[src/rtl/alu_op_sequencer.sv]
// Request/response sequencer around a fixed-latency ALU: issues operands,
// waits LAT cycles, captures the result and holds it until consumed.
module alu_op_sequencer #(
  parameter int WIDTH   = 8,
  parameter int OP_W    = 3,
  parameter int NUM_OPS = 6,
  parameter int LAT     = 1
) (
  input  logic             clk,
  input  logic             rst,
  input  logic             req_valid,
  output logic             req_ready,
  input  logic [WIDTH-1:0] req_a,
  input  logic [WIDTH-1:0] req_b,
  input  logic [OP_W-1:0]  req_op,
  output logic [WIDTH-1:0] alu_a,
  output logic [WIDTH-1:0] alu_b,
  output logic [OP_W-1:0]  alu_op,
  input  logic [WIDTH-1:0] alu_out,
  input  logic             alu_c,
  output logic             rsp_valid,
  input  logic             rsp_ready,
  output logic [WIDTH-1:0] rsp_out,
  output logic             rsp_c,
  output logic             rsp_err,
  output logic             busy,
  output logic [15:0]      txn_cnt
);

  localparam logic [1:0] IDLE = 2'd0;
  localparam logic [1:0] WAIT = 2'd1;
  localparam logic [1:0] RESP = 2'd2;

  logic [1:0] state;
  logic [2:0] wait_cnt;
  logic       err_pend;
  logic       accept;
  logic       legal;

  assign req_ready = (state == IDLE) || ((state == RESP) && rsp_ready);
  assign accept    = req_valid && req_ready;
  assign legal     = 32'(req_op) < NUM_OPS;
  assign rsp_valid = (state == RESP);
  assign busy      = (state != IDLE);

  // An illegal opcode still passes through WAIT with a zero count, so its
  // error response appears one edge after acceptance.
  // NOTE: every register here is plain control/data state, so all of it sits
  // under the async reset; non-blocking assignments keep the edge semantics.
  always_ff @(posedge clk or posedge rst) begin
    if (rst) begin
      state    <= IDLE;
      wait_cnt <= '0;
      err_pend <= 1'b0;
      alu_a    <= '0;
      alu_b    <= '0;
      alu_op   <= '0;
      rsp_out  <= '0;
      rsp_c    <= 1'b0;
      rsp_err  <= 1'b0;
      txn_cnt  <= '0;
    end else begin
      if (rsp_valid && rsp_ready) txn_cnt <= txn_cnt + 16'd1;

      case (state)
        IDLE, RESP: begin
          if (accept) begin
            if (legal) begin
              alu_a    <= req_a;
              alu_b    <= req_b;
              alu_op   <= req_op;
              wait_cnt <= 3'(LAT);
              err_pend <= 1'b0;
            end else begin
              wait_cnt <= '0;
              err_pend <= 1'b1;
            end
            state <= WAIT;
          end else if (state == RESP && rsp_ready) begin
            state <= IDLE;
          end
        end
        WAIT: begin
          if (wait_cnt == '0) begin
            rsp_out <= err_pend ? '0 : alu_out;
            rsp_c   <= err_pend ? 1'b0 : alu_c;
            rsp_err <= err_pend;
            state   <= RESP;
          end else begin
            wait_cnt <= wait_cnt - 3'd1;
          end
        end
        default: state <= IDLE;
      endcase
    end
  end

endmodule

[config.mk]
export PLATFORM = sky130hd
export DESIGN_NAME = alu_op_sequencer
export DESIGN_NICKNAME = d
export VERILOG_FILES = /design/src/rtl/alu_op_sequencer.sv
export SDC_FILE = /design/constraint.sdc
export NUM_CORES = 1
export LEC_CHECK = 0
export ABC_AREA = 1
export BUFFER_PORTS_ARGS = -buffer_cell sky130_fd_sc_hd__buf_2
export CORE_ASPECT_RATIO = 1.2
export CORE_MARGIN = 8
export CORE_UTILIZATION = 53
export DETAILED_ROUTE_END_ITERATION = 16
export PLACE_DENSITY = 0.95
export SLEW_MARGIN = 10
export SYNTH_ARGS = -nofsm -noshare
export SYNTH_HDL_FRONTEND = slang
export SYNTH_SLANG_ARGS = --single-unit
[constraint.sdc]
create_clock -name clk -period 2.9 [get_ports clk]
set_clock_uncertainty 0.2 [all_clocks]
set_input_delay 0.29 -clock clk [delete_from_list [all_inputs] [get_ports clk]]
set_output_delay 0.29 -clock clk [all_outputs]
set_load 0.05 [all_outputs]
==> out/results.ini <==
[power_and_ir_drop]
p_per_area_nw_per_um2=1100
combinationalPowerShare_pct=52.9
sw_frac_of_total_pct=52.6
pwr-share-clk_pct=12.0
ir_drop_mv=0.648
p_int_mw=1.49
p_switching_mw=1.66
share_seq_of_total_power_pct=35.1
leakagePower_nw=1.61

[detailed_routing]
drc_errors=0
vias=1877
postRouteAntennaNets=0
drt_iter0_drc=66
viasPerCell=4.74
avgRoutedWirePerCell_um=13.0
wl_mm=5.16
drtPass1Iterations=6

[sta]
holdWs_ns=0.0125
setup_tns_ns=0
final-setup-viol-count=0
rsz0062_at_grt=no
fmax_mhz=554
slew_headroom_pct=32.7
worstMarginPinSlew_ns=1.01
slew_violations=0
min_period_ns=1.80
fin_crit_sh_pct=62.2
final-hold-violation-count=0

[global_route]
grtUsageTotal_pct=16.9
grt_start_max_net_pins=52
overflow=0
grt_pass1_wl_mm=8.71
grt_pass1_vias=1944
grt_antenna_before_repair=0

[clock_network]
root_buffer=clkbuf_8
cts_max_level=2
cts_buffer_depth=2
cts-resized-gates=0
cts_made_buffers=5
clk_pin_slew_worst_paths_ns=0.08
cts_tree=yes
clock_sinks=51
clk_latency_ns=0.29

[setup_path]
regToRegSetupSlack_ns=1.17
critPathCaptureType=output pin
cpPeakStageDelay_ns=0.44
critical_path_class=flop to output pin
worstRegToRegCells=5
crit_required_ns=2.41
r2r_start=wait_cnt[0]$_DFFE_PP0P_
path_cells=inv_1 > nand2_1 > nand2_4 > buf_2
cp_slowest_cell=dfrtp_1
critical_path.max_fanout=3
critPathLaunchType=flop
r2r-end=rsp_err$_DFFE_PP0P_
crit_arrival_ns=1.31

[synth]
ys_types=24
yosys.area_share.simple_pct=26.6
synth_fp_nets=282
ys_seq_area_share_pct=57.0
synthAdderAreaFrac_pct=1.68
synth_compound_area_share_pct=3.91
ys_ff_latch=51
synth_xor_area_share_pct=5.48
avgSynthCellArea_um2=9.06
synth_top_family_by_area=simple AND/OR/NAND/NOR gates
yosysWarnings=0
muxShareOfSynthArea_pct=0
syn_area_um2=2240
synthCells=247

[hold_path]
hold_class=input pin to flop
hold_path_startpoint=req_b[3]
hold_depth=3
whs_endpoint=alu_b[3]$_DFFE_PP0P_

[die]
coreArea_um2=4160
placementRows=26
start_util_pct=53.7
io_pins=80
die_y_um=87.2
die_area_um2=6560
chipWidth_um=75.3

[placed_design]
hpwl_mm=3.81
place_area_um2=2660
placedCellCount=376
place_congestion=0.811
io_buffers=79

[layout]
antenna_cells=0
nets=374
stdcell_count=396
drive_gt1_share_pct=27.6
area_growth_pct=27.8
final_cell_area_um2=2860

[job]
drv_cap=0

[outcome]
outcome=finished, final reports clean

==> cell type report <==
cell class                      count  area [um^2]
Timing Repair Buffer               91          515
Tap cell                           56         70.1
Clock buffer                        7         76.3
Sequential cell                    51         1280
Fill cell                         341         1310
Multi-Input combinational cell    172          843
Inverter                           18         72.6
Clock inverter                      1         5.00
==> what timing repair did <==
| action | CTS | global route |
|---|---|---|
| hold endpoints to repair | 12 | 0 |
| hold buffers | 12 | 0 |
| setup buffers | 0 | 0 |
==> synth_stat cells <==
library cell / number / area [um^2]
xnor2_1: 7 / 61.3
a21oi_1: 1 / 5.00
nor3_1: 1 / 5.00
nand4_1: 2 / 12.5
buf_6: 3 / 33.8
o21ai_1: 2 / 10.0
dfrtp_1: 51 / 1280
ha_1: 3 / 37.5
o21ai_0: 13 / 65.1
nand2_1: 110 / 413
xor2_1: 7 / 61.3
nor2_2: 1 / 6.26
inv_2: 1 / 3.75
inv_6: 1 / 8.76
inv_1: 16 / 60.1
nor2_4: 1 / 11.3
clkbuf_1: 3 / 11.3
nand3_4: 1 / 17.5
nor2_8: 1 / 20.0
nand2_4: 2 / 22.5
nand3b_1: 3 / 22.5
nor2_1: 12 / 45.0
o31ai_1: 1 / 7.51
nand3_1: 4 / 20.0
==> routing by layer <==
metal	up-vias	share of wire [%]	GRT usage (%)
met3	6	9.6	6.91
met1	872	38	18.1
met4	0	1.1	3.85
li1	940	-	-
met2	59	51	29.6
met5	-	0	0
==> layout by cell type, fill, tap and decap left out, drive strengths merged <==
| cell | count |
|---|---|
| nor2 | 15 |
| dlygate4sd3 | 12 |
| buf | 79 |
| ha | 3 |
| clkinv | 1 |
| a21oi | 1 |
| nand3 | 5 |
| nand3b | 3 |
| clkbuf | 7 |
| xor2 | 7 |
| inv | 18 |
| dfrtp | 51 |
| nand4 | 2 |
| o31ai | 1 |
| nor3 | 1 |
| o21ai | 15 |
| xnor2 | 7 |
| nand2 | 112 |
==> critical path: cells and delay by family (launching register included) <==
kind | cells | cell delay [ns]
buffers and inverters | 2 | 0.38
and+or+nand+nor | 2 | 0.19
DFF | 1 | 0.44
==> through the flow <==
stage / power [mW] / util (%) / setup WS (ns)
global route: 3.37 / 68.7 / 0.955
floorplan: 2.41 / - / 0.916
detailed placement: 2.79 / 63.8 / 1.15
global placement: 2.74 / 63.8 / 1.21
CTS: 3.18 / 68.7 / 1.08
finish: 3.15 / 68.7 / 1.10
==> worst max-delay path by stage <==
stage,start,end,slack [ns],depth (start not counted)
finish,state[1]$_DFFE_PP0P_,req_ready,1.10,4
global route,state[1]$_DFFE_PP0P_,rsp_out[3]$_DFFE_PP0P_,0.96,3
CTS,state[1]$_DFFE_PP0P_,req_ready,1.08,4
detailed placement,wait_cnt[0]$_DFFE_PP0P_,rsp_err$_DFFE_PP0P_,1.15,5
global placement,wait_cnt[0]$_DFFE_PP0P_,rsp_out[1]$_DFFE_PP0P_,1.21,5
floorplan,state[1]$_DFFE_PP0P_,alu_a[7]$_DFFE_PP0P_,0.92,9
==> cells by family (layout without fill, tap and decap cells) <==
| group | after synthesis | after routing |
|---|---|---|
| AOI/OAI and AO/OA | 17 | 17 |
| buffers and inverters | 24 | 117 |
| adders and majority gates | 3 | 3 |
| and+or+nand+nor | 138 | 138 |
| xor gates and xnor gates | 14 | 14 |
| DFF | 51 | 51 |
==> power by group through the flow <==
stage	sequential, mW	combinational [mW]	clock [mW]
finish	1.11	1.67	0.379
CTS	1.11	1.69	0.391
global placement	1.11	1.63	0
floorplan	1.86	0.550	0
global route	1.14	1.81	0.421
detailed placement	1.11	1.68	0
==> flip-flops by register name, summed over array words and instances (netlist names) <==
name	flops
txn_cnt	16
alu_a	8
alu_b	8
rsp_out	8
alu_op	3
wait_cnt	3
state	2
err_pend	1
rsp_c	1
rsp_err	1
No activity file was read; power rests on OpenSTA's default activity.
